### config.mk
export PLATFORM = sky130hd
export DESIGN_NAME = axi4_lite_single_master
export DESIGN_NICKNAME = d
export VERILOG_FILES = /design/src/rtl/axi4_lite_pkg.sv /design/src/rtl/axi4_lite_watchdog.sv /design/src/rtl/axi4_lite_single_master.sv
export SDC_FILE = /design/constraint.sdc
export NUM_CORES = 1
export LEC_CHECK = 0
export ABC_AREA = 1
export CAP_MARGIN = 5
export CORE_ASPECT_RATIO = 0.8
export CORE_UTILIZATION = 45
export CTS_CLUSTER_SIZE = 25
export DETAILED_ROUTE_END_ITERATION = 6
export GPL_TIMING_DRIVEN = 0
export HOLD_SLACK_MARGIN = 0.08
export PLACE_DENSITY = 0.95
export SYNTH_ARGS = -nofsm -noshare
export SYNTH_HDL_FRONTEND = slang
export SYNTH_HIERARCHICAL = 1
export SYNTH_SLANG_ARGS = --single-unit
### constraint.sdc
create_clock -name i_ACLK -period 3.9 [get_ports i_ACLK]
set_input_delay 0.78 -clock i_ACLK [delete_from_list [all_inputs] [get_ports i_ACLK]]
set_output_delay 0.78 -clock i_ACLK [all_outputs]
set_load 0.005 [all_outputs]
### src/rtl/axi4_lite_pkg.sv
// Shared AXI4-Lite constants: response codes, default protection and the
// single-master FSM state encoding.
package axi4_lite_pkg;

  localparam logic [1:0] RESP_OKAY   = 2'b00;
  localparam logic [1:0] RESP_EXOKAY = 2'b01;
  localparam logic [1:0] RESP_SLVERR = 2'b10;
  localparam logic [1:0] RESP_DECERR = 2'b11;

  localparam logic [2:0] PROT_DEFAULT = 3'b000;

  localparam logic [2:0] ST_IDLE    = 3'd0;
  localparam logic [2:0] ST_WR_REQ  = 3'd1;
  localparam logic [2:0] ST_WR_RESP = 3'd2;
  localparam logic [2:0] ST_RD_REQ  = 3'd3;
  localparam logic [2:0] ST_RD_DATA = 3'd4;
  localparam logic [2:0] ST_RSP     = 3'd5;

  // States in which the master is waiting on the slave.
  function automatic logic st_on_bus(input logic [2:0] st);
    return (st == ST_WR_REQ) || (st == ST_WR_RESP) ||
           (st == ST_RD_REQ) || (st == ST_RD_DATA);
  endfunction

endpackage

### src/rtl/axi4_lite_watchdog.sv
// Bus-wait watchdog: counts cycles spent in one waiting state and raises a
// sticky flag once the limit is reached. Built only with AXI4_LITE_MASTER_TIMEOUT_EN.
module axi4_lite_watchdog #(
  parameter int TIMEOUT_CYCLES = 256,
  parameter int CNT_W          = $clog2(TIMEOUT_CYCLES + 1)
) (
  input  logic i_ACLK,
  input  logic i_ARESETN,
  input  logic i_STATE_CHG,
  input  logic i_ACTIVE,
  output logic o_TIMEOUT
);

  localparam logic [CNT_W-1:0] LIMIT    = CNT_W'(TIMEOUT_CYCLES);
  localparam logic [CNT_W-1:0] LIMIT_M1 = CNT_W'(TIMEOUT_CYCLES - 1);

  logic [CNT_W-1:0] cnt;

  always_ff @(posedge i_ACLK or negedge i_ARESETN) begin
    if (!i_ARESETN) begin
      cnt       <= '0;
      o_TIMEOUT <= 1'b0;
    end else begin
      if (i_STATE_CHG)
        cnt <= '0;
      else if (i_ACTIVE && cnt != LIMIT)
        cnt <= cnt + 1'b1;
      // Flag rises on the same edge the count reaches the limit.
      if (i_ACTIVE && !i_STATE_CHG && cnt == LIMIT_M1)
        o_TIMEOUT <= 1'b1;
    end
  end

endmodule

### src/rtl/axi4_lite_single_master.sv
// Single-outstanding AXI4-Lite master: command/response front end to AW/W/B/AR/R.
// Optional watchdog output o_TIMEOUT when AXI4_LITE_MASTER_TIMEOUT_EN is defined.
module axi4_lite_single_master
  import axi4_lite_pkg::*;
#(
  parameter int ADDR_W         = 32,
  parameter int DATA_W         = 32,
  parameter int TIMEOUT_CYCLES = 256
) (
  input  logic                i_ACLK,
  input  logic                i_ARESETN,
  input  logic                i_CMD_VALID,
  output logic                o_CMD_READY,
  input  logic                i_CMD_WRITE,
  input  logic [ADDR_W-1:0]   i_CMD_ADDR,
  input  logic [DATA_W-1:0]   i_CMD_WDATA,
  input  logic [DATA_W/8-1:0] i_CMD_WSTRB,
  output logic                o_RSP_VALID,
  input  logic                i_RSP_READY,
  output logic [DATA_W-1:0]   o_RSP_RDATA,
  output logic [1:0]          o_RSP_RESP,
  output logic [ADDR_W-1:0]   o_M_AWADDR,
  output logic [2:0]          o_M_AWPROT,
  output logic                o_M_AWVALID,
  input  logic                i_S_AWREADY,
  output logic [DATA_W-1:0]   o_M_WDATA,
  output logic [DATA_W/8-1:0] o_M_WSTRB,
  output logic                o_M_WVALID,
  input  logic                i_S_WREADY,
  input  logic [1:0]          i_S_BRESP,
  input  logic                i_S_BVALID,
  output logic                o_M_BREADY,
  output logic [ADDR_W-1:0]   o_M_ARADDR,
  output logic [2:0]          o_M_ARPROT,
  output logic                o_M_ARVALID,
  input  logic                i_S_ARREADY,
  input  logic [DATA_W-1:0]   i_S_RDATA,
  input  logic [1:0]          i_S_RRESP,
  input  logic                i_S_RVALID,
  output logic                o_M_RREADY
`ifdef AXI4_LITE_MASTER_TIMEOUT_EN
  , output logic              o_TIMEOUT
`endif
);

  if ((DATA_W != 32 && DATA_W != 64) || TIMEOUT_CYCLES < 1) begin : g_bad_param
    $error("axi4_lite_single_master: DATA_W must be 32 or 64, TIMEOUT_CYCLES >= 1");
  end

  logic [2:0] state, state_nxt;
  logic       aw_done, w_done;
  logic       cmd_acc, aw_hs, w_hs, b_hs, ar_hs, r_hs, aw_ok, w_ok;

  assign o_M_AWPROT = PROT_DEFAULT;
  assign o_M_ARPROT = PROT_DEFAULT;

  assign cmd_acc = i_CMD_VALID && o_CMD_READY;
  assign aw_hs   = o_M_AWVALID && i_S_AWREADY;
  assign w_hs    = o_M_WVALID  && i_S_WREADY;
  assign b_hs    = i_S_BVALID  && o_M_BREADY;
  assign ar_hs   = o_M_ARVALID && i_S_ARREADY;
  assign r_hs    = i_S_RVALID  && o_M_RREADY;
  // A write channel counts as done if it finished earlier or handshakes now.
  assign aw_ok   = aw_done || aw_hs;
  assign w_ok    = w_done  || w_hs;

  always_comb begin
    state_nxt = state;
    case (state)
      ST_IDLE:    if (cmd_acc) state_nxt = i_CMD_WRITE ? ST_WR_REQ : ST_RD_REQ;
      ST_WR_REQ:  if (aw_ok && w_ok) state_nxt = ST_WR_RESP;
      ST_WR_RESP: if (b_hs) state_nxt = ST_RSP;
      ST_RD_REQ:  if (ar_hs) state_nxt = ST_RD_DATA;
      ST_RD_DATA: if (r_hs) state_nxt = ST_RSP;
      ST_RSP:     if (i_RSP_READY) state_nxt = ST_IDLE;
      default:    state_nxt = ST_IDLE;
    endcase
  end

  always_ff @(posedge i_ACLK or negedge i_ARESETN) begin
    if (!i_ARESETN) begin
      state       <= ST_IDLE;
      o_CMD_READY <= 1'b0;
      o_RSP_VALID <= 1'b0;
      o_RSP_RDATA <= '0;
      o_RSP_RESP  <= RESP_OKAY;
      o_M_AWADDR  <= '0;
      o_M_AWVALID <= 1'b0;
      o_M_WDATA   <= '0;
      o_M_WSTRB   <= '0;
      o_M_WVALID  <= 1'b0;
      o_M_BREADY  <= 1'b0;
      o_M_ARADDR  <= '0;
      o_M_ARVALID <= 1'b0;
      o_M_RREADY  <= 1'b0;
      aw_done     <= 1'b0;
      w_done      <= 1'b0;
    end else begin
      state       <= state_nxt;
      // Ready is registered off the next state, so a new command is taken
      // at the earliest one cycle after the response handshake.
      o_CMD_READY <= (state_nxt == ST_IDLE);
      case (state)
        ST_IDLE: begin
          if (cmd_acc && i_CMD_WRITE) begin
            o_M_AWADDR  <= i_CMD_ADDR;
            o_M_WDATA   <= i_CMD_WDATA;
            o_M_WSTRB   <= i_CMD_WSTRB;
            o_M_AWVALID <= 1'b1;
            o_M_WVALID  <= 1'b1;
            aw_done     <= 1'b0;
            w_done      <= 1'b0;
          end else if (cmd_acc) begin
            o_M_ARADDR  <= i_CMD_ADDR;
            o_M_ARVALID <= 1'b1;
          end
        end
        ST_WR_REQ: begin
          if (aw_hs) begin
            o_M_AWVALID <= 1'b0;
            aw_done     <= 1'b1;
          end
          if (w_hs) begin
            o_M_WVALID <= 1'b0;
            w_done     <= 1'b1;
          end
          if (aw_ok && w_ok) o_M_BREADY <= 1'b1;
        end
        ST_WR_RESP: begin
          if (b_hs) begin
            o_M_BREADY  <= 1'b0;
            o_RSP_RDATA <= '0;
            o_RSP_RESP  <= i_S_BRESP;
            o_RSP_VALID <= 1'b1;
          end
        end
        ST_RD_REQ: begin
          if (ar_hs) begin
            o_M_ARVALID <= 1'b0;
            o_M_RREADY  <= 1'b1;
          end
        end
        ST_RD_DATA: begin
          if (r_hs) begin
            o_M_RREADY  <= 1'b0;
            o_RSP_RDATA <= i_S_RDATA;
            o_RSP_RESP  <= i_S_RRESP;
            o_RSP_VALID <= 1'b1;
          end
        end
        ST_RSP: begin
          if (i_RSP_READY) o_RSP_VALID <= 1'b0;
        end
        default: ;
      endcase
    end
  end

`ifdef AXI4_LITE_MASTER_TIMEOUT_EN
  axi4_lite_watchdog #(
    .TIMEOUT_CYCLES(TIMEOUT_CYCLES)
  ) u_watchdog (
    .i_ACLK      (i_ACLK),
    .i_ARESETN   (i_ARESETN),
    .i_STATE_CHG (state != state_nxt),
    .i_ACTIVE    (st_on_bus(state)),
    .o_TIMEOUT   (o_TIMEOUT)
  );
`endif

endmodule

==> metrics <==
largest fanout on the critical path=10; worst-case clock buffer depth=2; start of the worst register-to-register path=state[0]; path type of the worst setup path=in -> reg; antenna violations before repair=0; Leakage Power=around 4.8 nW; Post-DP Area=8530 um2; power density of the placed cells=between 300 and 400 nW/um2; starting density of the core=46.6%; Area Growth Syn to Fin=60.0%; number of rows created at floorplan=36; maximum number of pins on one net before global-route repair=92; final-report max-slew violation count=0; first-pass detailed-route iteration total=5; Diodes inserted=0; critical path arrival=approximately 2600 ps; worst stage delay on the critical path=approximately 520 ps; CP Buf/Inv Count=4; Inserted Clock Buffers=17; total of cells resized after clock tree synthesis=0; ys flop type=sky130_fd_sc_hd__dfrtp_1; area leader, netlist=sky130_fd_sc_hd__dfrtp_1; biggest area contributors in the synthesized netlist=sky130_fd_sc_hd__dfrtp_1 64%, sky130_fd_sc_hd__nand2_1 26%, sky130_fd_sc_hd__nand3_1 3.4%; area share of the largest cell type after synthesis=~64%; total wirelength of the detailed-routed design=roughly 17 mm; library cell used as clock root buffer=sky130_fd_sc_hd__clkbuf_16; Global Route Usage Sum=26.7%; Slew @ Worst Pin=roughly 650 ps; part of the Yosys area used for sequential elements=63.8%; CTS Hold Bufs=0; # H-tree levels=4; syn_area_per_cell=approximately 8.6 um2; capturing element type of the critical path=flop; register-to-register path setup slack=approximately 1800 ps; overall overflow remaining after global route=0; Core Box Area=around 12000 um2; worst relative slew slack=a little under three fifths; Final Instance Area=between 9000 and 10000 um2; unrepaired setup endpoints after global routing=no; per-cell routed wire length=between 15 and 20 um; Yosys warnings=6; clock tree skew after final layout=roughly 5.7 ps; number of global-route vias before repair=around 5.3k; Die Y-Extent=103 um; number of DRC violations after detailed-routing iteration 0=a little under 300; Power Total=3.41 mW; I/O Buffers=~250; synth cell count leaders=399 x sky130_fd_sc_hd__nand2_1, 146 x sky130_fd_sc_hd__dfrtp_1, 39 x sky130_fd_sc_hd__nand3_1, 15 x sky130_fd_sc_hd__buf_2, 14 x sky130_fd_sc_hd__clkbuf_1; reg2reg path depth=7; fraction of layout cells with a size suffix above 1=under 10%; max-cap violation count=0; count of nets left with antenna violations after detail routing=0; peak supply drop=between 0.3 and 0.4 mV; crit path launch type=primary input; hold violation total from the final report=0; post-synthesis cell count=about 660; time the worst path needs with I/O delays and setup=between 2000 and 2500 ps; net count reported at finish=about 1.1k; Unique masters post-synth=20; Cell Area, Synth=about 5700 um2; post-CTS setup repair buffer count=0; Ports=between 200 and 300; TritonCTS clock tree=yes; status=finished, final reports clean; routed via count divided by cell count=4.80; most repeated cell in the gate-level netlist after synthesis=sky130_fd_sc_hd__nand2_1; kind of cell adding the most delay to the critical path=buffers and inverters; total via count in the routed design=about 5.4k; placed wire-length estimate after detailed placement=~12 mm; critical register-to-register path endpoint=o_M_ARADDR[18]; final core area utilization=between 70% and 80%; Worst-path clk slew=60 ps; die width=~130 um; final routed DRC violation total=0; number of synthesized flops with an enable pin=0; clock latency on the worst-skew pair=~400 ps; global-route wire length before repair=26.5 mm; fmax=430 MHz; die footprint=13200 um2; TritonCTS Sinks=146; fill cell total of the finished layout=874; count of endpoints failing setup in the final report=0; required time reported for the critical path endpoint=between 4000 and 5000 ps; Worst path slowest cell=sky130_fd_sc_hd__nor2_1; worst hold-check path type=in -> async; Seq cells post-synth=roughly 150; share of synthesized registers carrying an async set or reset=100%; series of cell instances along the critical path=clkdlybuf4s50_1 > inv_1 > nand3_1 > nor2_1 > inv_1 > buf_2 > nand2_1 > nand2_1; final worst path period share=between 50% and 60%; Final Wtd Congestion=around 0.8
==> routing by layer <==
| layer | wire (um) | GRT usage (%) |
|---|---|---|
| met3 | 1450 | 8.04 |
| met5 | 0 | 0 |
| met2 | 8340 | 44.8 |
| met1 | 6720 | 32.7 |
| met4 | 389 | 10.9 |
==> sequential cells by signal, indices dropped and copies added (netlist names) <==
| register | flops |
|---|---|
| aw_done | 1 |
| o_CMD_READY | 1 |
| o_M_ARADDR | 32 |
| o_M_ARVALID | 1 |
| o_M_AWADDR | 32 |
| o_M_AWVALID | 1 |
| o_M_BREADY | 1 |
| o_M_RREADY | 1 |
| o_M_WDATA | 32 |
| o_M_WSTRB | 4 |
| o_M_WVALID | 1 |
| o_RSP_RDATA | 32 |
| o_RSP_RESP | 2 |
| o_RSP_VALID | 1 |
| state | 3 |
| w_done | 1 |
==> how the worst max path moves through the flow <==
stage / end / start / cells past startpoint / slack (ps)
after CTS: o_M_ARADDR[18] / i_CMD_WRITE / 8 / 1590
final: o_M_ARADDR[18] / i_CMD_WRITE / 8 / 1570
after detailed placement: o_M_ARADDR[13] / i_CMD_WRITE / 8 / 1180
after global placement: o_M_ARADDR[6] / i_ARESETN / 1 / -3710
after global routing: o_M_ARADDR[18] / i_CMD_WRITE / 8 / 1490
after floorplan: o_M_AWADDR[31] / i_CMD_VALID / 6 / 2220
==> stage by stage <==
step / std cells / setup WS [ps] / hold slack, ps / TNS (ps)
2_1_floorplan: 668 / 2220 / 463 / 0
3_5_place_dp: 1094 / 1180 / 457 / 0
5_1_grt: 1124 / 1490 / 357 / 0
4_1_cts: 1124 / 1590 / 344 / 0
6_report: 1124 / 1570 / 339 / 0
3_3_place_gp: 1093 / -3710 / 452 / -539340
==> final cells by class <==
cell class              instances  area, um2  area share, %
flip-flops and latches        146       3650           39.9
repair buffers                255       2570           28.1
multi-input cells             471       1860           20.3
clock buffers                  21        480           5.24
well taps                     171        214           2.33
plain buffers                  35        173           1.88
clock inverters                 9        153           1.67
inverters                      16       60.1          0.655
==> layout by cell type, fill, tap and decap left out <==
cell type                         netlist  final
sky130_fd_sc_hd__buf_16                 0      1
sky130_fd_sc_hd__o22ai_1                1      1
sky130_fd_sc_hd__nand3_1               39     39
sky130_fd_sc_hd__o21ai_0                5      5
sky130_fd_sc_hd__nor2_1                12     12
sky130_fd_sc_hd__o22a_1                 1      1
sky130_fd_sc_hd__inv_2                  3      3
sky130_fd_sc_hd__clkinv_1               1      1
sky130_fd_sc_hd__clkinv_4               0      1
sky130_fd_sc_hd__nor3_4                 1      1
sky130_fd_sc_hd__dfrtp_1              146    146
sky130_fd_sc_hd__o211ai_1               2      2
sky130_fd_sc_hd__clkinv_2               0      3
sky130_fd_sc_hd__a31oi_1                1      1
sky130_fd_sc_hd__inv_6                  0      1
sky130_fd_sc_hd__buf_4                  6      6
sky130_fd_sc_hd__clkbuf_16              0     17
sky130_fd_sc_hd__clkbuf_8               0      4
sky130_fd_sc_hd__a21oi_1                1      1
sky130_fd_sc_hd__clkbuf_1              14     14
sky130_fd_sc_hd__bufinv_16              0      4
sky130_fd_sc_hd__buf_2                 15     15
sky130_fd_sc_hd__inv_1                 12     12
sky130_fd_sc_hd__nand2_1              399    399
sky130_fd_sc_hd__buf_6                  0      1
sky130_fd_sc_hd__o21ai_1                1      1
sky130_fd_sc_hd__clkdlybuf4s50_1        0    253
sky130_fd_sc_hd__conb_1                 1      6
sky130_fd_sc_hd__or2_2                  2      2
==> kinds of logic (layout without fill, tap and decap cells) <==
| family | Yosys count | count (layout) | share of synthesized area, % |
|---|---|---|---|
| and+or+nand+nor | 453 | 453 | 30.8 |
| DFF | 146 | 146 | 63.8 |
| buffers and inverters | 51 | 336 | 4.06 |
| AOI/OAI and AO/OA | 12 | 12 | 1.24 |
| other | 1 | 6 | 0.0655 |
==> report_power, final <==
group          switching, mW  internal (mW)  total [mW]
Sequential                 0           1.52        1.52
Clock                  0.605           1.13        1.74
Combinational         0.0554          0.106       0.162
Power figures use the tool's default switching activity.
